File: src/rtl/alu_pkg.sv
// Opcode map and shared types for the sequential ALU, also imported by the instruction decoder.
package alu_pkg;

    typedef logic [4:0] op_t;

    typedef enum logic {
        MD_IDLE = 1'b0,
        MD_RUN  = 1'b1
    } md_state_t;

    localparam op_t ALU_OP_ADD = 5'b00000;
    localparam op_t ALU_OP_SUB = 5'b00001;
    localparam op_t ALU_OP_ADC = 5'b00010;
    localparam op_t ALU_OP_SBC = 5'b00011;
    localparam op_t ALU_OP_AND = 5'b00100;
    localparam op_t ALU_OP_OR  = 5'b00101;
    localparam op_t ALU_OP_NOT = 5'b00110;
    localparam op_t ALU_OP_XOR = 5'b00111;
    localparam op_t ALU_OP_INC = 5'b01000;
    localparam op_t ALU_OP_DEC = 5'b01001;
    localparam op_t ALU_OP_CMP = 5'b01010;
    localparam op_t ALU_OP_TST = 5'b01011;
    localparam op_t ALU_OP_SHL = 5'b10000;
    localparam op_t ALU_OP_SHR = 5'b10001;
    localparam op_t ALU_OP_SAL = 5'b10010;
    localparam op_t ALU_OP_SAR = 5'b10011;
    localparam op_t ALU_OP_ROL = 5'b10100;
    localparam op_t ALU_OP_ROR = 5'b10101;
    localparam op_t ALU_OP_RCL = 5'b10110;
    localparam op_t ALU_OP_RCR = 5'b10111;
    localparam op_t ALU_OP_MUL = 5'b11000;
    localparam op_t ALU_OP_DIV = 5'b11001;

    function automatic logic is_multicycle(input op_t op);
        return (op == ALU_OP_MUL) || (op == ALU_OP_DIV);
    endfunction

endpackage

File: src/rtl/alu_seq_if.sv
// Operand/result bus between the register file side (master) and the ALU (slave).
interface alu_seq_if import alu_pkg::*; #(parameter int WIDTH = 8);

    logic             start;
    op_t              operation;
    logic [WIDTH-1:0] A;
    logic [WIDTH-1:0] B;
    logic [WIDTH-1:0] result;
    logic [WIDTH-1:0] result_hi;
    logic             CF;
    logic             ZF;
    logic             SF;
    logic             OF;
    logic             busy;
    logic             done;

    modport master (
        output start, operation, A, B,
        input  result, result_hi, CF, ZF, SF, OF, busy, done
    );

    modport slave (
        input  start, operation, A, B,
        output result, result_hi, CF, ZF, SF, OF, busy, done
    );

endinterface

File: src/rtl/alu_muldiv_seq.sv
// Iterative unsigned multiply (shift-add) and restoring divide sharing one 2*WIDTH accumulator.
// The final iteration's value is presented combinationally so the parent can register it on the done edge.
module alu_muldiv_seq import alu_pkg::*; #(
    parameter int WIDTH = 8
) (
    input  logic             clk,
    input  logic             reset,
    input  logic             start,
    input  logic             is_div,
    input  logic [WIDTH-1:0] a,
    input  logic [WIDTH-1:0] b,
    output logic             busy,
    output logic             done,
    output logic             mode_div,
    output logic [WIDTH-1:0] res_lo,
    output logic [WIDTH-1:0] res_hi
);

    localparam int CNT_W = $clog2(WIDTH + 1);

    md_state_t          state, state_nxt;
    logic [CNT_W-1:0]   cnt;
    logic [2*WIDTH-1:0] acc, acc_step;
    logic [WIDTH-1:0]   opnd;
    logic [WIDTH:0]     mul_sum, div_sh, div_diff;
    logic               last;

    assign busy = (state == MD_RUN);
    assign last = busy && (cnt == CNT_W'(WIDTH - 1));
    assign done = last;

    always_ff @(posedge clk) begin
        if (reset) state <= MD_IDLE;
        else       state <= state_nxt;
    end

    always_comb begin
        state_nxt = state;
        case (state)
            MD_IDLE: if (start) state_nxt = MD_RUN;
            MD_RUN:  if (last)  state_nxt = MD_IDLE;
            default: state_nxt = MD_IDLE;
        endcase
    end

    // Multiply keeps the multiplier in the low half and adds into the high half before shifting right;
    // divide shifts the dividend left into the remainder half and restores when the trial subtract goes negative.
    always_comb begin
        mul_sum  = {1'b0, acc[2*WIDTH-1:WIDTH]} + (acc[0] ? {1'b0, opnd} : '0);
        div_sh   = {acc[2*WIDTH-1:WIDTH], acc[WIDTH-1]};
        div_diff = div_sh - {1'b0, opnd};
        if (mode_div) begin
            if (!div_diff[WIDTH]) acc_step = {div_diff[WIDTH-1:0], acc[WIDTH-2:0], 1'b1};
            else                  acc_step = {div_sh[WIDTH-1:0], acc[WIDTH-2:0], 1'b0};
        end else begin
            acc_step = {mul_sum, acc[WIDTH-1:1]};
        end
    end

    assign res_lo = acc_step[WIDTH-1:0];
    assign res_hi = acc_step[2*WIDTH-1:WIDTH];

    always_ff @(posedge clk) begin
        if (reset) begin
            cnt      <= '0;
            acc      <= '0;
            opnd     <= '0;
            mode_div <= 1'b0;
        end else if (state == MD_IDLE && start) begin
            cnt      <= '0;
            acc      <= {{WIDTH{1'b0}}, (is_div ? a : b)};
            opnd     <= is_div ? b : a;
            mode_div <= is_div;
        end else if (busy) begin
            cnt <= cnt + CNT_W'(1);
            acc <= acc_step;
        end
    end

endmodule

File: src/rtl/alu_seq.sv
// Handshaked ALU: single-cycle datapath plus iterative MUL/DIV, with registered result and flags.
// Divide-by-zero is resolved immediately and never enters the iterative unit.
module alu_seq import alu_pkg::*; #(
    parameter int WIDTH = 8
) (
    input logic       clk,
    input logic       reset,
    alu_seq_if.slave  bus
);

    localparam logic [WIDTH-1:0] ONE = WIDTH'(1);

    logic             md_busy, md_done, md_mode_div;
    logic [WIDTH-1:0] md_lo, md_hi;
    logic             is_div, accept, md_launch, sc_fire;

    logic [WIDTH-1:0] res_q, hi_q;
    logic             cf_q, zf_q, sf_q, of_q, done_q;

    logic [WIDTH:0]   ext;
    logic [WIDTH-1:0] tmp, flag_src, sc_res, sc_hi;
    logic             use_tmp, sc_cf, sc_zf, sc_sf, sc_of, sc_hold;

    function automatic logic add_of(input logic [WIDTH-1:0] x, input logic [WIDTH-1:0] y,
                                    input logic [WIDTH-1:0] r);
        return (x[WIDTH-1] == y[WIDTH-1]) && (r[WIDTH-1] != x[WIDTH-1]);
    endfunction

    function automatic logic sub_of(input logic [WIDTH-1:0] x, input logic [WIDTH-1:0] y,
                                    input logic [WIDTH-1:0] r);
        return (x[WIDTH-1] != y[WIDTH-1]) && (r[WIDTH-1] != x[WIDTH-1]);
    endfunction

    assign is_div    = (bus.operation == ALU_OP_DIV);
    assign accept    = bus.start && !md_busy;
    assign md_launch = accept && is_multicycle(bus.operation) && !(is_div && bus.B == '0);
    assign sc_fire   = accept && !md_launch;

    alu_muldiv_seq #(.WIDTH(WIDTH)) u_muldiv (
        .clk      (clk),
        .reset    (reset),
        .start    (md_launch),
        .is_div   (is_div),
        .a        (bus.A),
        .b        (bus.B),
        .busy     (md_busy),
        .done     (md_done),
        .mode_div (md_mode_div),
        .res_lo   (md_lo),
        .res_hi   (md_hi)
    );

    always_comb begin
        sc_res  = bus.A;
        sc_hi   = '0;
        sc_cf   = cf_q;
        sc_of   = 1'b0;
        sc_hold = 1'b0;
        ext     = '0;
        tmp     = '0;
        use_tmp = 1'b0;
        case (bus.operation)
            ALU_OP_ADD: begin
                ext = {1'b0, bus.A} + {1'b0, bus.B};
                sc_res = ext[WIDTH-1:0]; sc_cf = ext[WIDTH];
                sc_of = add_of(bus.A, bus.B, ext[WIDTH-1:0]);
            end
            ALU_OP_SUB: begin
                ext = {1'b0, bus.A} - {1'b0, bus.B};
                sc_res = ext[WIDTH-1:0]; sc_cf = ext[WIDTH];
                sc_of = sub_of(bus.A, bus.B, ext[WIDTH-1:0]);
            end
            ALU_OP_ADC: begin
                ext = {1'b0, bus.A} + {1'b0, bus.B} + {{WIDTH{1'b0}}, cf_q};
                sc_res = ext[WIDTH-1:0]; sc_cf = ext[WIDTH];
                sc_of = add_of(bus.A, bus.B, ext[WIDTH-1:0]);
            end
            ALU_OP_SBC: begin
                ext = {1'b0, bus.A} - {1'b0, bus.B} - {{WIDTH{1'b0}}, cf_q};
                sc_res = ext[WIDTH-1:0]; sc_cf = ext[WIDTH];
                sc_of = sub_of(bus.A, bus.B, ext[WIDTH-1:0]);
            end
            ALU_OP_AND: begin sc_res = bus.A & bus.B; sc_cf = 1'b0; end
            ALU_OP_OR:  begin sc_res = bus.A | bus.B; sc_cf = 1'b0; end
            ALU_OP_NOT: begin sc_res = ~bus.A;        sc_cf = 1'b0; end
            ALU_OP_XOR: begin sc_res = bus.A ^ bus.B; sc_cf = 1'b0; end
            ALU_OP_INC: begin
                ext = {1'b0, bus.B} + {1'b0, ONE};
                sc_res = ext[WIDTH-1:0]; sc_cf = ext[WIDTH];
                sc_of = add_of(bus.B, ONE, ext[WIDTH-1:0]);
            end
            ALU_OP_DEC: begin
                ext = {1'b0, bus.B} - {1'b0, ONE};
                sc_res = ext[WIDTH-1:0]; sc_cf = ext[WIDTH];
                sc_of = sub_of(bus.B, ONE, ext[WIDTH-1:0]);
            end
            // Compare/test set flags from a scratch value and pass A through untouched.
            ALU_OP_CMP: begin
                ext = {1'b0, bus.A} - {1'b0, bus.B};
                tmp = ext[WIDTH-1:0]; use_tmp = 1'b1; sc_cf = ext[WIDTH];
                sc_of = sub_of(bus.A, bus.B, ext[WIDTH-1:0]);
            end
            ALU_OP_TST: begin tmp = bus.A & bus.B; use_tmp = 1'b1; sc_cf = 1'b0; end
            ALU_OP_SHL,
            ALU_OP_SAL: begin sc_res = {bus.A[WIDTH-2:0], 1'b0};         sc_cf = bus.A[WIDTH-1]; end
            ALU_OP_SHR: begin sc_res = {1'b0, bus.A[WIDTH-1:1]};         sc_cf = bus.A[0]; end
            ALU_OP_SAR: begin sc_res = {bus.A[WIDTH-1], bus.A[WIDTH-1:1]}; sc_cf = bus.A[0]; end
            ALU_OP_ROL: begin sc_res = {bus.A[WIDTH-2:0], bus.A[WIDTH-1]}; sc_cf = bus.A[WIDTH-1]; end
            ALU_OP_ROR: begin sc_res = {bus.A[0], bus.A[WIDTH-1:1]};     sc_cf = bus.A[0]; end
            ALU_OP_RCL: begin sc_res = {bus.A[WIDTH-2:0], cf_q};         sc_cf = bus.A[WIDTH-1]; end
            ALU_OP_RCR: begin sc_res = {cf_q, bus.A[WIDTH-1:1]};         sc_cf = bus.A[0]; end
            ALU_OP_DIV: begin sc_res = '1; sc_hi = bus.A; sc_cf = 1'b1; end
            default:    sc_hold = 1'b1;
        endcase
        flag_src = use_tmp ? tmp : sc_res;
        sc_zf    = (flag_src == '0) && !is_div;
        sc_sf    = flag_src[WIDTH-1] && !is_div;
    end

    // Result/flag register: an iterative completion and a single-cycle launch can never coincide,
    // because the latter requires the iterative unit to be idle.
    always_ff @(posedge clk) begin
        if (reset) begin
            res_q  <= '0;
            hi_q   <= '0;
            cf_q   <= 1'b0;
            zf_q   <= 1'b0;
            sf_q   <= 1'b0;
            of_q   <= 1'b0;
            done_q <= 1'b0;
        end else begin
            done_q <= 1'b0;
            if (md_done) begin
                res_q  <= md_lo;
                hi_q   <= md_hi;
                sf_q   <= 1'b0;
                of_q   <= 1'b0;
                done_q <= 1'b1;
                if (md_mode_div) begin
                    cf_q <= 1'b0;
                    zf_q <= (md_lo == '0);
                end else begin
                    cf_q <= (md_hi != '0);
                    zf_q <= ({md_hi, md_lo} == '0);
                end
            end else if (sc_fire) begin
                res_q  <= sc_res;
                hi_q   <= sc_hi;
                done_q <= 1'b1;
                if (!sc_hold) begin
                    cf_q <= sc_cf;
                    zf_q <= sc_zf;
                    sf_q <= sc_sf;
                    of_q <= sc_of;
                end
            end
        end
    end

    assign bus.result    = res_q;
    assign bus.result_hi = hi_q;
    assign bus.CF        = cf_q;
    assign bus.ZF        = zf_q;
    assign bus.SF        = sf_q;
    assign bus.OF        = of_q;
    assign bus.busy      = md_busy;
    assign bus.done      = done_q;

endmodule
File: src/flat_wrapper.sv
// flat-port wrapper written by rule: the top's interface ports become plain ports
module alu_seq_flat import alu_pkg::*;
#(
    parameter int WIDTH = 8
)
  (clk, reset, bus_start, bus_operation, bus_A, bus_B, bus_result, bus_result_hi, bus_CF, bus_ZF, bus_SF, bus_OF, bus_busy, bus_done);
  alu_seq_if #(.WIDTH(WIDTH)) bus_i ();
  input logic clk;
  input logic reset;
  input wire logic [$bits(bus_i.start)-1:0] bus_start;
  input wire logic [$bits(bus_i.operation)-1:0] bus_operation;
  input wire logic [$bits(bus_i.A)-1:0] bus_A;
  input wire logic [$bits(bus_i.B)-1:0] bus_B;
  output wire logic [$bits(bus_i.result)-1:0] bus_result;
  output wire logic [$bits(bus_i.result_hi)-1:0] bus_result_hi;
  output wire logic [$bits(bus_i.CF)-1:0] bus_CF;
  output wire logic [$bits(bus_i.ZF)-1:0] bus_ZF;
  output wire logic [$bits(bus_i.SF)-1:0] bus_SF;
  output wire logic [$bits(bus_i.OF)-1:0] bus_OF;
  output wire logic [$bits(bus_i.busy)-1:0] bus_busy;
  output wire logic [$bits(bus_i.done)-1:0] bus_done;
  assign bus_i.start = bus_start;
  assign bus_i.operation = bus_operation;
  assign bus_i.A = bus_A;
  assign bus_i.B = bus_B;
  assign bus_result = bus_i.result;
  assign bus_result_hi = bus_i.result_hi;
  assign bus_CF = bus_i.CF;
  assign bus_ZF = bus_i.ZF;
  assign bus_SF = bus_i.SF;
  assign bus_OF = bus_i.OF;
  assign bus_busy = bus_i.busy;
  assign bus_done = bus_i.done;
  alu_seq #(.WIDTH(WIDTH)) u_core (.clk(clk), .reset(reset), .bus(bus_i));
endmodule
File: config.mk
export PLATFORM = sky130hd
export DESIGN_NAME = alu_seq_flat
export DESIGN_NICKNAME = d
export VERILOG_FILES = /design/src/rtl/alu_pkg.sv /design/src/rtl/alu_seq_if.sv /design/src/rtl/alu_muldiv_seq.sv /design/src/rtl/alu_seq.sv /design/src/flat_wrapper.sv
export SDC_FILE = /design/constraint.sdc
export NUM_CORES = 1
export LEC_CHECK = 0
export BUFFER_PORTS_ARGS = -buffer_cell sky130_fd_sc_hd__buf_2
export CAP_MARGIN = 25
export CORE_ASPECT_RATIO = 0.75
export CORE_UTILIZATION = 35
export CTS_CLUSTER_SIZE = 10
export DETAILED_ROUTE_END_ITERATION = 8
export PLACE_DENSITY = 0.59
export SYNTH_ARGS = -nofsm -noshare
export SYNTH_HDL_FRONTEND = slang
export SYNTH_HIERARCHICAL = 1
export SYNTH_SLANG_ARGS = --single-unit
File: constraint.sdc
create_clock -name clk -period 4.4 [get_ports clk]
set_clock_uncertainty 0.1 [all_clocks]
set_input_delay 0.44 -clock clk [delete_from_list [all_inputs] [get_ports clk]]
set_output_delay 0.44 -clock clk [all_outputs]
set_load 0.01 [all_outputs]
==> results.toml, run 1 <==
[status]
status = "complete, no violations"

[layout]
layout.cells.most_common_list = "nor2_1, a21oi_1, nand2_1"
finish.utilization_pct = 38.9
final_common_cell = "nor2_1"
area_growth_pct = 8.99
fin_cells = 1053
nets = 916
layout-drive-gt1-share_pct = 12.5
diodes = 0

[synth]
synth_area_leaders = "dfxtp_1, ha_1, nor2_1"
synth_top_area_share_pct = 17.0
synth_nets = 900
synth_edf_count = 0
ys.flop_type = "dfxtp_1"
synth_largest_area_cell = "dfxtp_1"
avgSynthCellArea_um2 = 7.32
ys_types = 84
ys_ff_latch = 51
yosysWarnings = 6
synthCells = 821
ys_seq_area_share_pct = 17.0
syn_area_um2 = 6010
synthArstFlopShare_pct = 0

[worst_setup_path]
ff2ff_path_depth = 15
reg2reg_to = "u_core/bus.ZF"
start_kind = "flip-flop"
required_ps = 4550
critical-path-slowest-cell = "fa_1"
regToRegSetupSlack_ps = 840
timing.rr.start = "u_core/u_muldiv/acc[7]"
crit_buf_inv = 2
critPathArrivalTime_ps = 3710
critPathKind = "reg -> reg"
cp_max_fo = 12
cp_top_family = "compound AO/OA/AOI/OAI gates"
endpoint = "u_core/bus.ZF"
crit_start = "u_core/u_muldiv/acc[7]"
endpoint_kind = "flip-flop"
crit_chain = "inv_1, ha_1, inv_1, fa_1, a211oi_2, o21ai_2, nand4_1, o311a_4, mux2_2, nand2_1, o21ai_0, nor4_1, a21oi_1, o21ai_0, a31o_1"
crit_cells = 15
cp_slowest_stage_delay_ps = 430

[routing]
met3_length_um = 2430
dr_wl_met2_um = 7740
via_per_inst = 5.92
routed_wl_um = 21200
drt_iter0_drc = 610
detail-route-antenna-nets = 0
wl_met1_um = 10800
drc = 0
num_vias = 6238
wl_per_cell_um = 20.1
dr.max_layer_used = "met4"
dr.pass1.iters = 6

[floorplanning]
die_y_um = 115
rows = 41
ios = 46
start_util_pct = 35.7
die_width_um = 153
coreArea_um2 = 16800
die_area_um2 = 17700

[sta]
fin_crit_sh_pct = 80.9
max_freq_mhz = 281
tightest_slew_ps = 889
setup_tns_ps = 0
hold_ws_ps = 361
min_period_ps = 3560
hold_viol = 0
maxSlewHeadroom_pct = 40.7
setup_viol_count_final = 0
drv_slew = 0
rsz0062_at_grt = "false"

[pwr]
power.density_nw_per_um2 = 218
p_leak_nw = 2.63
swShare_pct = 37.9
power.internal_uw = 887
pwr-share-clk_pct = 28.6
combPwrFrac_pct = 37.3
peakVddDrop_mv = 0.179
pwr-share-seq_pct = 34.1
p_sw_uw = 542

[global_routing]
grt_pass1_vias = 5334
grt-ovfl-total = 0
grt_pass1_wl_um = 32300
antenna_found_initial = 0
gr-usage-all-layers_pct = 23.7
grt_start_max_net_pins = 42

[placed_design]
portBuffers = 45
dpl.hpwl_um = 16300
dpl.cell_count = 1045
routabilityCongestion = 0.972

[cts]
cts_root_buf = "clkbuf_16"
cts_buffer_depth = 2
cts_buffers = 5
worstSkewPairLatency_ps = 300
cts_sinks = 51
tritoncts = "done"
cts-hold-fix-buffers = 0
h-tree-depth = 2
postCtsSetupBuffers = 0
postCtsResizedCells = 0
clk_pin_slew_ps = 80

[worst_hold_path]
holdPathStages = 2
hp-class = "reg -> reg"

[flow_run]
maxCapViolCount = 0
-- flip-flops by register name, summed over array words and instances (netlist names) --
name and cells:
u_core/bus.ZF 1, u_core/u_muldiv/mode_div 1, u_core/bus.done 1, u_core/bus.result 8, u_core/u_muldiv/acc 16, u_core/bus.SF 1
u_core/bus.CF 1, u_core/u_muldiv/busy 1, u_core/bus.result_hi 8, u_core/bus.OF 1, u_core/u_muldiv/cnt 4, u_core/u_muldiv/opnd 8
-- cell type report --
class                      instances  area (um2)
tap                              215         269
timing repair buffer              59         330
clock inverter                     3        27.5
inverter                          49         184
fill                            1811       10300
multi-input combinational        671        4590
clock buffer                       5         125
sequential                        51        1020
-- metrics by stage --
step                      power, mW  cell area, um2  setup slack (ps)
after CTS                      1.42            6550               847
final                          1.43            6550               840
after global routing           1.50            6550               663
after floorplan               0.862            6010              1140
after global placement         1.01            6400               747
after detailed placement       1.01            6400               681
-- worst register-to-register path, cell delays in order (launching register included) --
cell	delay, ps
dfxtp_1	330
inv_1	80
ha_1	220
inv_1	70
fa_1	430
a211oi_2	240
o21ai_2	120
nand4_1	120
o311a_4	310
mux2_2	390
nand2_1	70
o21ai_0	180
nor4_1	330
a21oi_1	190
o21ai_0	220
a31o_1	120
-- power by group through the flow --
stage | registers (mW) | logic [mW] | clock network [mW]
4_1_cts | 0.487 | 0.519 | 0.415
3_3_place_gp | 0.498 | 0.516 | 0
6_report | 0.487 | 0.532 | 0.409
5_1_grt | 0.489 | 0.573 | 0.436
3_5_place_dp | 0.498 | 0.515 | 0
2_1_floorplan | 0.498 | 0.365 | 0
-- logic make-up after synthesis --
kind of cell | count (synthesis) | share of synthesized area, %
XOR/XNOR | 37 | 5.64
buffers and inverters | 99 | 6.68
flip-flops | 51 | 17.0
adder cells (fa/ha/maj) | 55 | 11.9
AO/OA/AOI/OAI | 230 | 25.4
multiplexers | 44 | 8.70
AND/OR/NAND/NOR | 305 | 24.7
-- how the worst min path moves through the flow --
stage	slack [ps]	startpoint	end
final	360	u_core/bus.SF	u_core/bus.SF
after global routing	400	u_core/bus.SF	u_core/bus.SF
after CTS	360	u_core/bus.SF	u_core/bus.SF
after detailed placement	350	u_core/bus.SF	u_core/bus.SF
after global placement	350	u_core/bus.SF	u_core/bus.SF
after floorplan	370	u_core/u_muldiv/cnt[3]	u_core/u_muldiv/cnt[3]
-- cells in the mapped netlist, drive strengths merged, types with 5 or more instances --
cell,n
dfxtp,51
o211ai,9
clkbuf,34
and2,12
a211oi,25
nand3,27
nor2,110
nor2b,9
mux2i,29
nand4,10
ha,51
xor2,13
a21oi,69
and3b,5
nor3,19
a31oi,6
mux4,5
a32oi,5
o21a,5
buf,16
nand2b,11
inv,49
o21ai,49
nor4,13
o22ai,8
xnor2,24
nand2,65
a221oi,5
mux2,10
-- layer usage --
metal	GRT usage [%]	vias to the layer above
met5	0	-
met4	3.03	0
met3	7.89	18
met2	30.4	289
met1	37.4	2930
li1	-	3001
(Power assumes the default switching activity.)
==> inputs of run 2 (changes only) <==
ABC_AREA = 1   (was not set)
clock period = 3.5 ns   (was 4.4 ns; I/O delays follow)
==> run 2 against run 1 <==
Effect of this change:
- maximum frequency grew 21%
- largest cell class unchanged
- highest routed layer unchanged
- worst hold slack lost 17 ps
- sequential share of layout area shrank 1.4 points
- routed wire length grew 23%
- critical path type unchanged
==> results.toml, run 2 <==
[status]
status = "complete, no violations"

[sta]
setup_viol_count_final = 0
hold_viol = 0
setup_tns_ps = 0
min_period_ps = 2940
maxSlewHeadroom_pct = 48.6
fin_crit_sh_pct = 84.1
rsz0062_at_grt = "false"
drv_slew = 0
max_freq_mhz = 340
tightest_slew_ps = 771

[routing]
via_per_inst = 5.38
drc = 0
wl_per_cell_um = 18.1
detail-route-antenna-nets = 0
drt_iter0_drc = 926
dr.pass1.iters = 7
routed_wl_um = 26000
num_vias = 7727

[synth]
synth_area_leaders = "nand2_1, dfxtp_1, inv_1"
synth_edf_count = 0
ys_types = 51
avgSynthCellArea_um2 = 5.67
ys.flop_type = "dfxtp_1"
synthCells = 1142
synth_common_cells = "nand2_1, inv_1, nand3_1"
synthArstFlopShare_pct = 0
ys_seq_area_share_pct = 15.8
synth_largest_area_cell = "nand2_1"
ys_ff_latch = 51
synth_top_area_share_pct = 18.6
syn_area_um2 = 6470
synth.most_common_cell = "nand2_1"
yosysWarnings = 6
synth_nets = 1221

[floorplanning]
ios = 46
die_width_um = 159
coreArea_um2 = 17900
rows = 42
die_y_um = 120
die_area_um2 = 19000
start_util_pct = 36.2

[layout]
largest_register = "u_core/u_muldiv/acc"
final_common_cell = "nand2_1"
layout-drive-gt1-share_pct = 10.6
final_area_um2 = 7190
area_growth_pct = 11.2
layout.cells.most_common_list = "nand2_1, inv_1, nand3_1"
diodes = 0
nets = 1272
largest_reg_flops = 16

[placed_design]
routabilityCongestion = 1.01
portBuffers = 45
dpl.hpwl_um = 21100
dpl_cell_area_um2 = 7040

[global_routing]
grt_start_max_net_pins = 29
gr-usage-all-layers_pct = 27.5
grt_pass1_vias = 6866
grt-ovfl-total = 0
antenna_found_initial = 0
grt_pass1_wl_um = 40200

[cts]
cts-hold-fix-buffers = 0
postCtsSetupBuffers = 0
tritoncts = "done"
cts_buffer_depth = 2
clk_pin_slew_ps = 70
worstSkewPairLatency_ps = 300
postCtsResizedCells = 0
h-tree-depth = 2
cts_sinks = 51
cts_root_buf = "clkbuf_16"
cts_buffers = 5

[worst_setup_path]
required_ps = 3580
critPathArrivalTime_ps = 3020
cp_max_fo = 10
endpoint_kind = "flip-flop"
critPathKind = "reg -> reg"
start_kind = "flip-flop"

[flow_run]
maxCapViolCount = 0

[pwr]
peakVddDrop_mv = 0.183
p_total_mw = 1.86
power.density_nw_per_um2 = 258
p_leak_nw = 3.78

[worst_hold_path]
hp-class = "in -> reg"
-- run 2: changes by cell type in the layout (fill, tap and decap cells not counted), moves of 12 or more --
| cell | change |
|---|---|
| a21oi_1 | -12 |
| nand3_1 | +108 |
| a211oi_1 | -24 |
| xnor2_1 | -19 |
| o21ai_0 | +14 |
| mux2i_1 | -29 |
| nand2_1 | +256 |
| inv_1 | +133 |
-- run 2: layout make-up --
cell class                 count  area, um2
clock inverter                 2       16.3
timing repair buffer          70        413
tap                          242        303
multi-input combinational    875       4590
sequential                    51       1020
fill                        1988      10700
inverter                     190        713
clock buffer                   6        139
-- run 2: cells by family after synthesis --
| family | Yosys count | synth area share [%] |
|---|---|---|
| xor+xnor | 7 | 0.947 |
| flops | 51 | 15.8 |
| buf+inv | 216 | 13.3 |
| compound gates | 165 | 14.6 |
| simple gates | 648 | 44.2 |
| fa+ha+maj | 55 | 11.1 |
-- run 2: path summary, 6_finish.rpt --
path	start	end	slack (ps)	cells past startpoint
max	u_core/u_muldiv/acc[0]	u_core/bus.CF	560	17
min	reset	u_core/u_muldiv/acc[6]	340	4
max reg2reg	u_core/u_muldiv/acc[0]	u_core/bus.CF	560	17
min reg2reg	u_core/bus.result[4]	u_core/bus.result[4]	370	2
-- run 2: worst max-delay path, cell delays in order, from the launching register on --
cell and delay [ps]:
dfxtp_1 500, nand2_1 90, inv_1 60, ha_1 170
inv_1 60, fa_1 350, inv_1 130, nand3_1 80
and2_1 150, inv_1 60, a21oi_1 50, o21ai_0 150
nand2_1 160, nor4_1 310, a21o_1 180, a21oi_1 90
nand2_1 80, a21oi_1 50
-- run 2: metrics by stage --
stage / hold slack (ps) / worst slack, ps / util, % / std cells
2_1_floorplan: 362 / 889 / - / 1142
4_1_cts: 334 / 601 / 40.3 / 1436
3_3_place_gp: 354 / 413 / 39.4 / 1428
3_5_place_dp: 354 / 417 / 39.4 / 1428
5_1_grt: 365 / 292 / 40.3 / 1436
6_report: 345 / 555 / 40.3 / 1436
-- run 2: power by group --
part	switching [mW]	internal, mW
logic	0.506	0.214
clock network	0.232	0.286
registers	0.0166	0.600
-- run 2: routing by layer --
layer  global-route usage, %  routed length [um]  vias to the layer above
li1                        -                   -                     3802
met1                    43.7               12900                     3488
met2                    35.3                9430                      420
met3                    8.61                3450                       17
met4                    3.37                 176                        0
met5                       0                   0                        -
